$ cat src/rtl/alu_commit_pkg.sv
// Shared encodings for the ALU commit stage: effect codes, flag layout, store-condition helper.
// Latency: n/a (types and pure functions only).
// Backpressure: n/a.
package alu_commit_pkg;

    // Effect code carried alongside each ALU result.
    typedef enum logic [2:0] {
        EFF_IF_Z       = 3'd0,  // store if zero
        EFF_IF_NZ      = 3'd1,  // store if not zero
        EFF_IF_N       = 3'd2,  // store if negative
        EFF_IF_POS     = 3'd3,  // store if strictly positive (~N & ~Z)
        EFF_ALWAYS     = 3'd4,  // store unconditionally
        EFF_FLAGS_ONLY = 3'd5,  // update flags, never store
        EFF_NEVER      = 3'd6,  // no store, no flag update
        EFF_RESERVED   = 3'd7   // behaves as EFF_NEVER
    } effect_t;

    // Architectural flag word layout; sign copy lives in the upper field.
    typedef struct packed {
        logic [6:0] hi;     // bits 15:9
        logic       sign;   // bit 8
        logic [2:0] mid;    // bits 7:5
        logic       de;     // bit 4, divide error
        logic       o;      // bit 3, overflow
        logic       c;      // bit 2, carry
        logic       n;      // bit 1, negative
        logic       z;      // bit 0, zero
    } flags_t;

    // Effects 6 and 7 suppress everything: store, flag update and trap.
    function automatic logic effect_is_dead(input effect_t eff);
        return (eff == EFF_NEVER) || (eff == EFF_RESERVED);
    endfunction

    // Whether the op's own flags satisfy the effect's store condition.
    function automatic logic store_cond(input effect_t eff, input logic z, input logic n);
        logic hit;
        hit = 1'b0;
        case (eff)
            EFF_IF_Z:   hit = z;
            EFF_IF_NZ:  hit = ~z;
            EFF_IF_N:   hit = n;
            EFF_IF_POS: hit = ~n & ~z;
            EFF_ALWAYS: hit = 1'b1;
            default:    hit = 1'b0;
        endcase
        return hit;
    endfunction

endpackage

$ cat src/rtl/alu_commit_wb_fifo.sv
// Small valid/ready FIFO holding {tag,result} entries bound for register-file writeback.
// Latency: 1 cycle push-to-head; no same-cycle bypass when full.
// Backpressure: push ignored when count==DEPTH; head and data held while out_valid & ~out_ready.
//
// Ports: clock/reset (async, active-high); in_valid/in_data push side;
//        out_valid/out_ready/out_data pop side (data reads 0 when empty); count = occupancy.
module alu_commit_wb_fifo #(
    parameter int DEPTH = 2,
    parameter int WIDTH = 20
) (
    input  logic                     clock,
    input  logic                     reset,
    input  logic                     in_valid,
    input  logic [WIDTH-1:0]         in_data,
    output logic                     out_valid,
    input  logic                     out_ready,
    output logic [WIDTH-1:0]         out_data,
    output logic [$clog2(DEPTH):0]   count
);
    localparam int PW = $clog2(DEPTH);
    localparam logic [PW:0] FULL_CNT = DEPTH[PW:0];

    logic [WIDTH-1:0] mem [DEPTH];
    logic [PW-1:0]    wr_ptr;
    logic [PW-1:0]    rd_ptr;
    logic             push;
    logic             pop;

    assign push      = in_valid & (count < FULL_CNT);
    assign out_valid = (count != '0);
    assign pop       = out_valid & out_ready;
    // Zero the head when empty so downstream never sees stale entries.
    assign out_data  = out_valid ? mem[rd_ptr] : '0;

    always_ff @(posedge clock) begin
        if (push) begin
            mem[wr_ptr] <= in_data;
        end
    end

    always_ff @(posedge clock or posedge reset) begin
        if (reset) begin
            wr_ptr <= '0;
            rd_ptr <= '0;
            count  <= '0;
        end else begin
            if (push) wr_ptr <= wr_ptr + PW'(1);
            if (pop)  rd_ptr <= rd_ptr + PW'(1);
            case ({push, pop})
                2'b10:   count <= count + 1'b1;
                2'b01:   count <= count - 1'b1;
                default: count <= count;
            endcase
        end
    end

endmodule

$ cat src/rtl/alu_commit.sv
// ALU commit stage: store/skip decision, architectural flags register, sticky divide trap, writeback queue.
// Latency: flags and wb head update 1 cycle after accept.
// Backpressure: in_ready drops when the writeback queue is full or a trap is pending; wb_* held until wb_ready.
//
// Ports: clock/reset (async, active-high); in_valid/in_ready + alu_result/alu_flags/alu_wflags/
//        in_effect/in_tag op input; flags (to ALU); wb_valid/wb_ready/wb_data/wb_tag writeback;
//        trap/trap_ack sticky divide error; skip_count = accepted-but-not-stored ops (wrapping).
module alu_commit
    import alu_commit_pkg::*;
#(
    parameter int                   DEPTH       = 2,
    parameter int                   TAG_WIDTH   = 4,
    parameter logic [TAG_WIDTH-1:0] FLAGS_TAG   = 4'hF,
    parameter logic [15:0]          FLAGS_RESET = 16'h0000
) (
    input  logic                 clock,
    input  logic                 reset,
    input  logic                 in_valid,
    output logic                 in_ready,
    input  logic [15:0]          alu_result,
    input  logic [15:0]          alu_flags,
    input  logic                 alu_wflags,
    input  logic [2:0]           in_effect,
    input  logic [TAG_WIDTH-1:0] in_tag,
    output logic [15:0]          flags,
    output logic                 wb_valid,
    input  logic                 wb_ready,
    output logic [15:0]          wb_data,
    output logic [TAG_WIDTH-1:0] wb_tag,
    output logic                 trap,
    input  logic                 trap_ack,
    output logic [15:0]          skip_count
);
    localparam int PW = $clog2(DEPTH);
    localparam logic [PW:0] FULL_CNT = DEPTH[PW:0];

    flags_t        af;
    effect_t       eff;
    logic          accept;
    logic          dead;
    logic          stored;
    logic          to_flags;
    logic          push;
    logic          trap_set;
    logic [PW:0]   wb_count;
    logic [TAG_WIDTH+15:0] head;
    logic          unused_bits;

    assign af  = flags_t'(alu_flags);
    assign eff = effect_t'(in_effect);

    assign in_ready = (wb_count < FULL_CNT) & ~trap;
    assign accept   = in_valid & in_ready;
    assign dead     = effect_is_dead(eff);

    // A divide error kills the store even when the condition holds.
    assign stored   = accept & store_cond(eff, af.z, af.n) & ~af.de;
    assign to_flags = stored & (in_tag == FLAGS_TAG);
    assign push     = stored & ~to_flags;
    assign trap_set = accept & af.de & ~dead;

    assign unused_bits = ^{af.hi, af.sign, af.mid};

    always_ff @(posedge clock or posedge reset) begin
        if (reset) begin
            flags      <= FLAGS_RESET;
            trap       <= 1'b0;
            skip_count <= 16'h0000;
        end else begin
            // A store aimed at the flags register replaces the whole word and wins
            // over the op's own flag update.
            if (to_flags) begin
                flags <= alu_result;
            end else if (accept & ~dead & alu_wflags) begin
                flags[4:0] <= alu_flags[4:0];
            end

            if (trap_set) begin
                trap <= 1'b1;
            end else if (trap_ack) begin
                trap <= 1'b0;
            end

            if (accept & ~stored) begin
                skip_count <= skip_count + 16'h0001;
            end
        end
    end

    alu_commit_wb_fifo #(
        .DEPTH (DEPTH),
        .WIDTH (TAG_WIDTH + 16)
    ) u_wb_fifo (
        .clock     (clock),
        .reset     (reset),
        .in_valid  (push),
        .in_data   ({in_tag, alu_result}),
        .out_valid (wb_valid),
        .out_ready (wb_ready),
        .out_data  (head),
        .count     (wb_count)
    );

    assign wb_data = head[15:0];
    assign wb_tag  = head[TAG_WIDTH+15:16];

endmodule

$ cat config.mk
export PLATFORM = sky130hd
export DESIGN_NAME = alu_commit
export DESIGN_NICKNAME = d
export VERILOG_FILES = /design/src/rtl/alu_commit_pkg.sv /design/src/rtl/alu_commit_wb_fifo.sv /design/src/rtl/alu_commit.sv
export SDC_FILE = /design/constraint.sdc
export NUM_CORES = 1
export LEC_CHECK = 0
export BUFFER_PORTS_ARGS = -buffer_cell sky130_fd_sc_hd__buf_2
export CORE_MARGIN = 2
export CORE_UTILIZATION = 39
export CTS_BUF_LIST = sky130_fd_sc_hd__clkbuf_4 sky130_fd_sc_hd__clkbuf_8
export CTS_CLUSTER_SIZE = 20
export DETAILED_ROUTE_END_ITERATION = 7
export GPL_ROUTABILITY_DRIVEN = 0
export GPL_TIMING_DRIVEN = 0
export PLACE_DENSITY = 0.62
export SYNTH_ARGS = -nofsm -noshare
export SYNTH_HDL_FRONTEND = slang
export SYNTH_SLANG_ARGS = --single-unit
export TNS_END_PERCENT = 1
$ cat constraint.sdc
create_clock -name clock -period 3.55 [get_ports clock]
set_clock_uncertainty 0.1 [all_clocks]
set_input_delay 0.71 -clock clock [delete_from_list [all_inputs] [get_ports clock]]
set_output_delay 0.71 -clock clock [all_outputs]
set_load 0.02 [all_outputs]
Word-level counts from Yosys, hierarchy flattened

Memory sizes are Yosys's and may differ from the RTL's.
Index checks and enable logic that the tools add are counted.

Output and inout port bits: 55
Latch bits: 0
Memories kept: 1
Bits in read-only memories: 0
Register bits: 37
Bits of input ports: 45
RAM bits: 40
Logic and storage cells: 59

Memory list:

| name          | depth | width | read ports | clocked after memory_dff | wr ports | RTL line                 | source |
|---|---|---|---|---|---|---|---|
| u_wb_fifo.mem | 2     | 20    | 1          | 0                        | 1        | alu_commit_wb_fifo.sv:23 | `logic [WIDTH-1:0] mem [DEPTH];` |

Divide/modulo/power cells: 0
$add $sub $neg: 5
Bitwise logic cells: 21
Shift operators: 0
Multipliers: 0
Equal/unequal tests: 9
Muxes and demuxes: 9
$lt $le $gt $ge: 1
Reduce and logical (&&, ||, !) cells: 6

Operators with widths:

| kind                                                 | count |
|---|---|
| two-way mux 20 bit                                   | 1 |
| adder 16 x 1 -> 16 bit (second input constant)       | 1 |
| AND 1 bit                                            | 14 |
| two-way mux 5 bit                                    | 2 |
| equality test 3 bit (second input constant)          | 3 |
| nonzero test 2 bit                                   | 4 |
| inverter 1 bit                                       | 7 |
| equality test 3 x 2 -> 1 bit (second input constant) | 2 |
| one-hot mux 1 bit (5 select lines)                   | 1 |
| equality test 4 bit (second input constant)          | 1 |
| two-way mux 1 bit                                    | 4 |
| one-hot mux 2 bit (2 select lines)                   | 1 |
| equality test 3 x 1 -> 1 bit (second input constant) | 1 |
| logical NOT 3 bit                                    | 1 |
| adder 1 bit (second input constant)                  | 2 |
| adder 2 x 1 -> 2 bit (second input constant)         | 1 |
| equality test 2 x 1 -> 1 bit (second input constant) | 1 |
| equality test 2 bit (second input constant)          | 1 |
| < comparator 2 bit (second input constant)           | 1 |
| subtractor 2 x 1 -> 2 bit (second input constant)    | 1 |
| logical OR 1 bit                                     | 1 |

Longest topological paths before layout

Gate-level depths: netlist (run 1).

Depth after elaboration: 11
Mapped depth: 9
Gate-level depth less buffers: 8

By module

A second synthesis (run 1) with hierarchy kept.

Cell total of the unflattened synthesis: 235
Area, all modules: 3,321.9 µm²

Modules (own cells, without submodules):

| module             | cells each | seq. area each (µm²) | area each (µm²) | times used |
|---|---|---|---|---|
| alu_commit_wb_fifo | 104        | 1,301.2              | 1,724.2         | 1 |
| alu_commit         | 131        | 825.8                | 1,597.8         | 1 |

Worst setup path before layout (run 1)

Ideal clock, no wire load.

Path kind: input to register
Start: input in_effect[2]
End: memory u_wb_fifo.mem[0][0], enable pin
Cell stages on the path: 6
Library setup time: 397 ps
Data required time: 3,053 ps
Arrival time: 2,576 ps
Slack: 478 ps
Buffers on the path: 1
Cells stage by stage: or2_2 > o32ai_2 > o21ba_2 > buf_4 > nand3_1 > nor2_1

Longest elaborated chain between the ends: 10
Elaborated cells between the ends (all ways): 14
Those cells by class: eq/ne (4); mux (3); bitwise (6); reduce/logical (1)

Ends and longest elaborated chain:

| element                                     | RTL line                 | source |
|---|---|---|
| start: declaration                          | alu_commit.sv:23         | `input logic [2:0] in_effect,` |
| equality test 3 bit (tied with other cells) | alu_commit_pkg.sv:39     | `case (eff)` |
| one-hot mux 1 bit (5 select lines) *        | alu_commit_pkg.sv:39     |  |
| AND 1 bit * (2 in series)                   | alu_commit.sv:57         | `assign stored = accept & store_cond(eff, af.z, af.n) & ~af.de;` |
| AND 1 bit                                   | alu_commit.sv:58         | `assign to_flags = stored & (in_tag == FLAGS_TAG);` |
| inverter 1 bit                              | alu_commit.sv:59         | `assign push = stored & ~to_flags;` |
| AND 1 bit *                                 | alu_commit.sv:59         |  |
| AND 1 bit *                                 | alu_commit_wb_fifo.sv:29 | `assign push = in_valid & (count < FULL_CNT);` |
| two-way mux 1 bit *                         | alu_commit_wb_fifo.sv:36 | `if (push) begin` |
| two-way mux 1 bit (implied by the code) *   | alu_commit_wb_fifo.sv:37 | `mem[wr_ptr] <= in_data;` |
| end: declaration                            | alu_commit_wb_fifo.sv:23 |  |

Mark *: on every way between the ends. The rest lies on a longest branch, timed or not.

Final worst setup path (run 1)

Start: register u_wb_fifo.rd_ptr
End: output wb_data[4]

Longest elaborated chain between the ends: 2

Ends and longest elaborated chain:

| element                  | RTL line                 | source |
|---|---|---|
| start: declaration       | alu_commit_wb_fifo.sv:25 | `logic [PW-1:0] rd_ptr;` |
| start signal: assignment | alu_commit_wb_fifo.sv:48 | `if (pop) rd_ptr <= rd_ptr + PW'(1);` |
| memory (2 x 20 bit)      | n/a                      |  |
| two-way mux 20 bit       | alu_commit_wb_fifo.sv:33 | `assign out_data = out_valid ? mem[rd_ptr] : '0;` |
| end: declaration         | alu_commit.sv:28         | `output logic [15:0] wb_data,` |

No other way between the ends.

==> results.md, run 1 <==
- Max H-tree Level: 3
- CTS tree: done
- Remaining antenna violation count: 0
- Share of async-settable or async-resettable flops after synthesis: about half
- Starting utilization of the core area: about 40%
- Final routed wire length divided by cell count: 14.5 um
- Fraction of the cycle the final worst path needs: approximately 76%
- Fraction of layout instances using a drive strength above 1: between 40% and 50%
- Number of placement rows: 33
- Final Hold Vio Count: 0
- Maximum buffer depth of the clock tree: 2
- Number of diodes added for antenna fixing: 0
- Synth cell types: 39
- Total setup buffers inserted after CTS: 0
- Maximum fanout along the worst path: 10
- Endpoint of the worst hold path: skip_count[15]
- FMAX: about 0.37 GHz
- Setup WS post-layout: 0.835 ns
- Critical setup path kind: reg -> out
- Worst EP arrival: around 1.9 ns
- Unrepaired setup endpoints after global routing: no
- Critical-path cell list: clkbuf_1 > buf_1 > mux2i_1 > nor2_1 > buf_2
- Max VDD drop: 344 uV
- Clock transition at path regs: around 0.070 ns
- Post-route insts no fill: roughly 450
- DRC: 0
- Commonest cells after routing, fill and taps aside: 89 x buf_2, 40 x edfxtp_1, 37 x dfrtp_1, 31 x nor2_1, 24 x mux2i_1
- Clk Latency, worst-skew pair: roughly 0.33 ns
- Count of max-cap constraint violations: 0
- Reg2Reg Capture Point: u_wb_fifo.mem[0][5]
- Floorplan die height: ~96 um
- Leading register cell type out of synthesis: edfxtp_1
- Register-to-register setup slack: about 1.0 ns
- Launching element type of the critical path: register
- Family of cells with the greatest summed delay on the critical path: buffers and inverters
- Max transition margin: between 40 and 50%
- Total congestion overflow: 0
- HPWL after detailed placement: between 4000 and 5000 um
- Sum of internal, switching and leakage power: 2.79 mW
- Post-route minimum period: roughly 2.7 ns
- Worst reg2reg path startpoint: u_wb_fifo.count[1]
- Required time at the endpoint of the critical path: ~2.7 ns
- Portion of the post-synthesis area used by sequential elements: 63.8%
- Kind of path behind the tightest hold check: reg -> reg
- Crit path largest cell delay: ~0.6 ns
- Warnings from Yosys: 0
- Inserted Clock Buffers: 9
- Slowest stage cell on the critical path: buf_1
- Number of synthesized flops with an enable pin: 40
- Total vias in the final route: ~2.1k
- Vias in the first global route: between 2k and 2.5k
- Total nets after synthesis: ~280
- Cell leakage power: between 1.5 and 2 nW
- Clk Tree Root Cell: clkbuf_8
- Clock tree sinks: 77
- Total length of routed wires: 6470 um
- Width of the die: 96.4 um
- Number of endpoints failing setup at the final stage: 0
- Total die area: slightly above 0.009 mm^2
- Overall fraction of global-route tracks in use: around 15%
- Pin count of the biggest net entering global routing: 38
- Number of cells traversed by the worst hold path: 1
- Total I/O pin count: 100
- Post-Place Cells: 430
- Post-Syn Area: about 0.0033 mm^2
- Areal power density over the cells: about 670 mW/mm^2
- Leading cell type in the layout, fill and taps excluded: buf_2
- Worst Setup End Kind: output pin
- Placeable core region: just over 0.008 mm^2
- Number of cells on the worst reg-to-reg path: 4
- Detailed-router iteration count before antenna repair: 5
- Mapped Avg Cell Area: between 10 and 15 um^2
- Slew at the pin closest to its max-slew limit: 0.820 ns
- Final Max Slew Viols: 0
- Quantity of I/O buffers inserted on ports: ~90
- Status: complete, no violations
- Hold buffer count at cts: 0
- Global-route wire length before repair: around 10000 um
- Synth-to-layout area growth: 24.5%
- Worst path bufs/invs: 3
- # resized after CTS: 0
- Synthesized netlist cell count: 235
- Layout Nets: 383
- Flip-flop and latch count after synthesis: between 70 and 80
- Initial antenna violation count: 0
- Number of vias per cell: 4.79
- Iteration-0 DRC count of the detailed router: 72
- Launch instance of the worst min-delay path: skip_count[15]
- Setup slack at placement: around 0.56 ns
## synth_stat cells (all sizes together) (2+ instances only)
cell | instances | share of area, %
o21ai | 3 | 0.56
nor3 | 4 | 0.75
xor2 | 14 | 3.7
mux2i | 24 | 7.2
edfxtp | 40 | 36
and3 | 5 | 0.94
a21oi | 4 | 0.60
ha | 2 | 0.75
nor4 | 4 | 1.5
mux2 | 12 | 5.2
dfrtp | 37 | 28
xnor2 | 6 | 1.6
buf | 6 | 1.3
inv | 4 | 0.45
nand4 | 6 | 1.1
nor2 | 34 | 4.3
nand3 | 11 | 2.0
nand2 | 3 | 0.34
clkbuf | 4 | 0.45
## per-stage QoR
step	TNS, ns	hold WS, ns	instance area, um^2	utilization, %
floorplan	0	0.368	3330	-
global placement	-10.19	0.359	3900	47.3
detailed placement	0	0.364	3960	48.0
CTS	0	0.379	4150	50.2
global route	0	0.393	4150	50.2
finish	0	0.374	4150	50.2
## layer usage
metal,track usage (%),up-vias,wire [um]
li1,-,1045,-
met1,18.3,1002,2780
met2,24.0,81,3040
met3,6.52,5,609
met4,3.76,0,39
met5,0,-,0
## report_power, final
part	internal (mW)	total, mW	switching [mW]	leakage [nW]
registers	1.06	1.17	0.106	0.840
clock network	0.325	0.616	0.291	0.0953
logic	0.380	0.999	0.619	1.03
total	1.77	2.79	1.02	1.96
## sequential cells by signal (all words and copies together) (netlist names)
name	count
skip_count	16
u_wb_fifo.rd_ptr	1
u_wb_fifo.wr_ptr	1
flags	16
u_wb_fifo.mem	40
trap	1
u_wb_fifo.count	2
## worst max-delay path by stage
stage	from	to	cells past startpoint
3_5_place_dp	in_effect[2]	u_wb_fifo.mem[1][7]	8
3_3_place_gp	in_effect[2]	u_wb_fifo.mem[1][7]	7
5_1_grt	u_wb_fifo.rd_ptr	wb_data[4]	5
2_1_floorplan	in_effect[2]	u_wb_fifo.mem[0][0]	6
4_1_cts	u_wb_fifo.rd_ptr	wb_data[4]	5
6_report	u_wb_fifo.rd_ptr	wb_data[4]	5
## kinds of logic after synthesis
| kind of cell | Yosys count | synth area share [%] |
|---|---|---|
| simple gates | 74 | 13.0 |
| mux | 36 | 12.4 |
| flops | 77 | 63.8 |
| buf+inv | 14 | 2.18 |
| fa+ha+maj | 2 | 0.751 |
| compound gates | 12 | 2.63 |
| xor+xnor | 20 | 5.26 |
## area by class of cell
class                           count  area [um^2]
Tap cell                          105          131
Fill cell                         737         4110
Inverter                            4         15.0
Sequential cell                    77         2130
Buffer                             10         57.6
Clock inverter                      5         52.6
Timing Repair Buffer               90          495
Clock buffer                       10          131
Multi-Input combinational cell    144         1140
(Power assumes the default switching activity.)
==> inputs of run 2 (changes only) <==
--- a/config.mk
+++ b/config.mk
@@ -13,7 +13,7 @@
 export DETAILED_ROUTE_END_ITERATION = 7
 export GPL_ROUTABILITY_DRIVEN = 0
 export GPL_TIMING_DRIVEN = 0
-export PLACE_DENSITY = 0.62
+export PLACE_DENSITY = 0.65
 export SYNTH_ARGS = -nofsm -noshare
 export SYNTH_HDL_FRONTEND = slang
 export SYNTH_SLANG_ARGS = --single-unit
==> constraint.sdc (replaced) <==
create_clock -name clock -period 2.4 [get_ports clock]
set_clock_uncertainty 0.1 [all_clocks]
set_input_delay 0.48 -clock clock [delete_from_list [all_inputs] [get_ports clock]]
set_output_delay 0.48 -clock clock [all_outputs]
set_load 0.02 [all_outputs]
==> results.md, run 2 (synthesis gave the netlist of run 1 again) <==
- Count of max-cap constraint violations: 0
- Number of vias per cell: between 4 and 5
- Placeable core region: 0.00826 mm^2
- Detailed-router iteration count before antenna repair: 4
- Worst Setup End Kind: register
- Met1 track demand over resource: 20.9%
- Clock transition at path regs: about 0.080 ns
- Total die area: 0.00930 mm^2
- Most congested layer reported by global routing: met2
- Launching element type of the critical path: input port
- Most flops, register: u_wb_fifo.mem
- Max transition margin: a little under half
- Final core utilization: between 50% and 60%
- Commonest cells after routing, fill and taps aside: 91 x buf_2, 40 x edfxtp_1, 37 x dfrtp_1, 31 x nor2_1, 24 x mux2i_1
- Final Hold Vio Count: 0
- Total congestion overflow: 0
- Maximum fanout along the worst path: 10
- Critical path capture point: u_wb_fifo.count[1]
- Kind of path behind the tightest hold check: in -> async
- Starting utilization of the core area: between 40% and 50%
- Clk Tree Root Cell: clkbuf_8
- Slew at the pin closest to its max-slew limit: between 0.8 and 0.9 ns
- Max VDD drop: between 500 and 600 uV
- Max H-tree Level: 3
- Iteration-0 DRC count of the detailed router: 82
- Leading cell type in the layout, fill and taps excluded: buf_2
- Reg2Reg Capture Point: u_wb_fifo.count[1]
- Global-route wire length before repair: ~11000 um
- Post-route minimum period: 2.29 ns
- Worst EP arrival: between 2 and 2.5 ns
- Synth-to-layout area growth: 26.3%
- HPWL after detailed placement: 4540 um
- Slowest stage cell on the critical path: ha_1
- Clock tree sinks: 77
- Max reg flops: 40
- Remaining antenna violation count: 0
- Number of fill cells in the layout: 760
- Hold buffer count at cts: 0
- Initial antenna violation count: 0
- Maximum buffer depth of the clock tree: 2
- Inserted Clock Buffers: 9
- Floorplan die height: between 90 and 100 um
- Fraction of layout instances using a drive strength above 1: roughly two fifths
- Areal power density over the cells: 1050 mW/mm^2
- CTS tree: done
- Pin count of the biggest net entering global routing: 38
- Number of diodes added for antenna fixing: 0
- Vias in the first global route: around 2.1k
- Final routed wire length divided by cell count: ~15 um
- Unrepaired setup endpoints after global routing: no
- Total I/O pin count: 100
- Total vias in the final route: 2165
- Crit path largest cell delay: slightly above 0.3 ns
- Overall fraction of global-route tracks in use: about 15%
- Number of endpoints failing setup at the final stage: 0
- Status: complete, no violations
- Quantity of I/O buffers inserted on ports: 88
- Sum of negative setup slack: 0 ns
- Total length of routed wires: about 6500 um
- Critical setup path kind: in -> reg
- Total setup buffers inserted after CTS: 0
- Clk Latency, worst-skew pair: 0.34 ns
- Fraction of the cycle the final worst path needs: between 90% and 100%
- Cell leakage power: between 1.5 and 2 nW
- Number of placement rows: 33
- Number of cells on the worst reg-to-reg path: 6
- Sum of internal, switching and leakage power: between 4 and 5 mW
- Worst path bufs/invs: 2
- DRC: 0
- Critical-path cell list: buf_2 > or2_2 > o32ai_2 > o21ba_2 > buf_4 > nand3_2 > ha_1 > xnor2_1 > nor2_1 > xor2_1
- Largest registers: u_wb_fifo.mem x40, flags x16, skip_count x16
- Layout Nets: 383
- Family of cells with the greatest summed delay on the critical path: simple AND/OR/NAND/NOR gates
- Worst reg2reg path startpoint: u_wb_fifo.count[1]
- FMAX: approximately 0.44 GHz
- Required time at the endpoint of the critical path: roughly 2.5 ns
- Fraction of met2 tracks used by global routing: 23.8%
- Register-to-register setup slack: 0.25 ns
- Met3 Track Usage GR: ~3.6%
- Crit. Startpoint: in_effect[2]
- Total number of cells along the worst setup path: 10
- Width of the die: 96.4 um
- Final Max Slew Viols: 0
[run 2: metrics by stage]
stage | instance area, um^2 | hold WS (ns) | setup WS [ns] | cells
4_1_cts | 4210 | 0.196 | 0.00288 | 446
6_report | 4210 | 0.195 | 0.113 | 446
3_3_place_gp | 3910 | 0.351 | -0.747 | 428
2_1_floorplan | 3340 | 0.386 | -0.144 | 235
5_1_grt | 4210 | 0.215 | 0.0224 | 446
3_5_place_dp | 3910 | 0.359 | -0.773 | 428
[run 2: how the worst min path moves through the flow]
stage	to	slack [ns]
after floorplan	u_wb_fifo.wr_ptr	0.39
after global placement	skip_count[15]	0.35
after detailed placement	skip_count[15]	0.36
after CTS	trap	0.20
after global routing	trap	0.22
final	skip_count[13]	0.19
[run 2: cell type report]
class	count	area [um^2]	area share, %
plain buffers	10	62.6	1.49
multi-input cells	146	1180	28.0
clock buffers	12	159	3.78
clock inverters	4	93.8	2.23
repair buffers	88	440	10.5
well taps	105	131	3.12
inverters	4	15.0	0.357
flip-flops and latches	77	2130	50.5
[run 2: power by group]
part           internal (mW)  switching [mW]
registers               1.57           0.176
clock network          0.757           0.440
logic                  0.565           0.926
total                   2.89            1.54
[run 2: what timing repair did]
| action | in CTS | in global routing |
|---|---|---|
| gates resized for setup | 9 | 2 |
| cloned | 2 | 0 |
| endpoints found under the setup margin | 59 | 10 |
| pin swaps | 2 | 0 |
[run 2: per-layer routing]
layer / routed length [um] / part of all wire [%]
met5: 0 / 0
met4: 75 / 1.1
met3: 404 / 6.2
met2: 3160 / 48
met1: 2900 / 44
==> inputs of run 3 (changes only) <==
--- a/config.mk
+++ b/config.mk
@@ -5,15 +5,17 @@
 export SDC_FILE = /design/constraint.sdc
 export NUM_CORES = 1
 export LEC_CHECK = 0
+export ABC_AREA = 1
 export BUFFER_PORTS_ARGS = -buffer_cell sky130_fd_sc_hd__buf_2
 export CORE_MARGIN = 2
 export CORE_UTILIZATION = 39
 export CTS_BUF_LIST = sky130_fd_sc_hd__clkbuf_4 sky130_fd_sc_hd__clkbuf_8
-export CTS_CLUSTER_SIZE = 20
+export CTS_CLUSTER_SIZE = 12
 export DETAILED_ROUTE_END_ITERATION = 7
 export GPL_ROUTABILITY_DRIVEN = 0
 export GPL_TIMING_DRIVEN = 0
-export PLACE_DENSITY = 0.65
+export MAX_ROUTING_LAYER = met4
+export PLACE_DENSITY = 0.64
 export SYNTH_ARGS = -nofsm -noshare
 export SYNTH_HDL_FRONTEND = slang
 export SYNTH_SLANG_ARGS = --single-unit
==> results.md, run 3 <==
- Most area-consuming cells after synthesis: edfxtp_1 34%, dfrtp_1 26%, nand2_1 13%
- Number of vias per cell: roughly 4.8
- Max reg flops: 40
- Total nets after synthesis: 400
- Setup WS post-layout: ~0.12 ns
- Max VDD drop: just under 500 uV
- Hold buffer count at cts: 0
- Slew at the pin closest to its max-slew limit: about 0.84 ns
- Clk Latency, worst-skew pair: about 0.34 ns
- Iteration-0 DRC count of the detailed router: 61
- Slowest stage cell on the critical path: buf_1
- Mapped Avg Cell Area: 9.90 um^2
- Commonest cells after routing, fill and taps aside: 124 x nand2_1, 90 x buf_2, 40 x edfxtp_1, 37 x dfrtp_1
- Overall fraction of global-route tracks in use: 17.7%
- Critical setup path kind: reg -> out
- Clock tree sinks: just under 80
- Total vias in the final route: ~2.7k
- Final Max Slew Viols: 0
- Largest area contributor in the synthesized netlist: edfxtp_1
- Final Cell Area: approximately 0.0043 mm^2
- Share of async-settable or async-resettable flops after synthesis: around half
- Post-route insts no fill: 567
- Cell area after placement: ~0.0041 mm^2
- Placeable core region: 0.00872 mm^2
- Required time at the endpoint of the critical path: ~1.8 ns
- Number of synthesized flops with an enable pin: 40
- Floorplan die height: 98.7 um
- Global-route wire length before repair: roughly 13000 um
- Total I/O pin count: 100
- Number of endpoints failing setup at the final stage: 0
- Largest registers: u_wb_fifo.mem x40, flags x16, skip_count x16
- Fraction of the cycle the final worst path needs: 94.8%
- Total die area: 0.00973 mm^2
- Clk Tree Root Cell: clkbuf_8
- Most used standard cell by instance count after synthesis: nand2_1
- Layout Nets: between 500 and 600
- Starting utilization of the core area: 40.1%
- Number of placement rows: 34
- Pin count of the biggest net entering global routing: 38
- Unrepaired setup endpoints after global routing: yes
- Sum of internal, switching and leakage power: roughly 4.6 mW
- Max H-tree Level: 3
- Worst EP arrival: about 1.7 ns
- Maximum fanout along the worst path: 10
- Initial antenna violation count: 0
- Proportion of netlist area held by the largest area contributor: 34.4%
- Synth-to-layout area growth: 23.3%
- Sum of negative setup slack: 0 ns
- Synthesized netlist cell count: roughly 350
- Remaining antenna violation count: 0
- Flip-flop and latch count after synthesis: a little under 80
- Post-Place Cells: between 500 and 600
- Critical-path cell list: buf_1 > nand2_1 > a21oi_1 > buf_2
- Synth cell types: 28
- Most flops, register: u_wb_fifo.mem
- Total length of routed wires: 7970 um
- Areal power density over the cells: about 1100 mW/mm^2
- Worst Setup End Kind: output pin
- DRC: 0
- Vias in the first global route: roughly 2.7k
- Launching element type of the critical path: register
- Post-Syn Area: around 0.0035 mm^2
- Warnings from Yosys: 0
- Number of fill cells in the layout: approximately 800
- Top cells by count, synth: 124 x nand2_1, 40 x edfxtp_1, 37 x dfrtp_1
- HPWL after detailed placement: between 5000 and 6000 um
- Post-route minimum period: ~2.3 ns
- Clock transition at path regs: about 0.08 ns
- Crit path largest cell delay: 0.45 ns
- Kind of path behind the tightest hold check: in -> async
- Quantity of I/O buffers inserted on ports: between 80 and 90
- Leading register cell type out of synthesis: edfxtp_1
- Cell leakage power: 2.03 nW
- Status: complete, no violations
- Width of the die: 98.7 um
- CTS tree: done
- Max transition margin: 44.0%
- FMAX: roughly 0.44 GHz
- Setup slack at placement: around 0.12 ns
- Total congestion overflow: 0
- Inserted Clock Buffers: 9
- Portion of the post-synthesis area used by sequential elements: around three fifths
- Leading cell type in the layout, fill and taps excluded: nand2_1
- Fraction of layout instances using a drive strength above 1: 31.4%
- Maximum buffer depth of the clock tree: 2
- Number of diodes added for antenna fixing: 0
- Final Hold Vio Count: 0
- Final routed wire length divided by cell count: around 14 um
- Detailed-router iteration count before antenna repair: 4
- Count of max-cap constraint violations: 0
-- run 3: cell types whose count changed in the layout (fill, tap and decap cells not counted), moves of 13 or more --
cell / previous run / this run
a21oi_1: 4 / 22
inv_1: 3 / 21
mux2i_1: 24 / 0
nand2_1: 3 / 124
nand3_1: 9 / 22
nor2_1: 31 / 11
-- run 3: path summary, 6_finish.rpt --
path | end | slack [ns] | cells after the start | startpoint
min in group clock | trap | 0.22 | 2 | trap_ack
setup reg to reg | u_wb_fifo.mem[1][12] | 0.32 | 6 | u_wb_fifo.count[1]
hold reg to reg | flags[11] | 0.38 | 2 | flags[11]
setup / recovery | wb_data[9] | 0.12 | 4 | u_wb_fifo.rd_ptr
max in group asynchronous | flags[12] | 1.45 | 2 | reset
hold / removal | flags[0] | 0.21 | 2 | reset
-- run 3: metal layers --
| layer | global-route usage [%] | wire length, um | vias up |
|---|---|---|---|
| li1 | - | - | 1362 |
| met3 | 4.18 | 429 | 6 |
| met4 | 5.90 | 46 | 0 |
| met2 | 29.9 | 4010 | 69 |
| met1 | 20.8 | 3480 | 1305 |
| met5 | - | 0 | - |
-- run 3: through the flow --
step,hold WS (ns),util [%]
2_1_floorplan,0.382,-
3_3_place_gp,0.357,46.7
3_5_place_dp,0.360,47.1
4_1_cts,0.199,49.4
5_1_grt,0.218,49.4
6_report,0.212,49.4
-- run 3: critical path: cells and delay by family, from the launching register on --
kind / cells / cell delay (ns)
buf+inv: 2 / 0.64
compound gates: 1 / 0.21
flops: 1 / 0.39
simple gates: 1 / 0.11
-- run 3: area by class of cell --
type | count | area, um^2 | share of cell area [%]
flip-flops and latches | 77 | 2130 | 49.4
multi-input cells | 240 | 1210 | 28.0
repair buffers | 90 | 470 | 10.9
clock buffers | 13 | 160 | 3.72
well taps | 108 | 135 | 3.14
inverters | 24 | 91.3 | 2.12
plain buffers | 12 | 77.6 | 1.80
clock inverters | 3 | 38.8 | 0.900
-- run 3: cells by family (layout without fill, tap and decap cells) --
logic type,Yosys count,count (layout),synth area share [%]
AND/OR/NAND/NOR,190,190,24.5
AO/OA/AOI/OAI,34,34,5.73
XOR/XNOR,14,14,3.51
adder cells (fa/ha/maj),2,2,0.716
flip-flops,77,77,60.9
buffers and inverters,36,142,4.73
-- run 3: power breakdown --
group,internal [mW],switching [mW]
logic,0.603,1.20
registers,1.61,0.189
clock network,0.540,0.447
total,2.75,1.83
-- run 3: repair_timing --
action	4_1_cts	5_1_grt
setup endpoints to repair	4	13
setup buffers	0	0
resized for setup	1	4
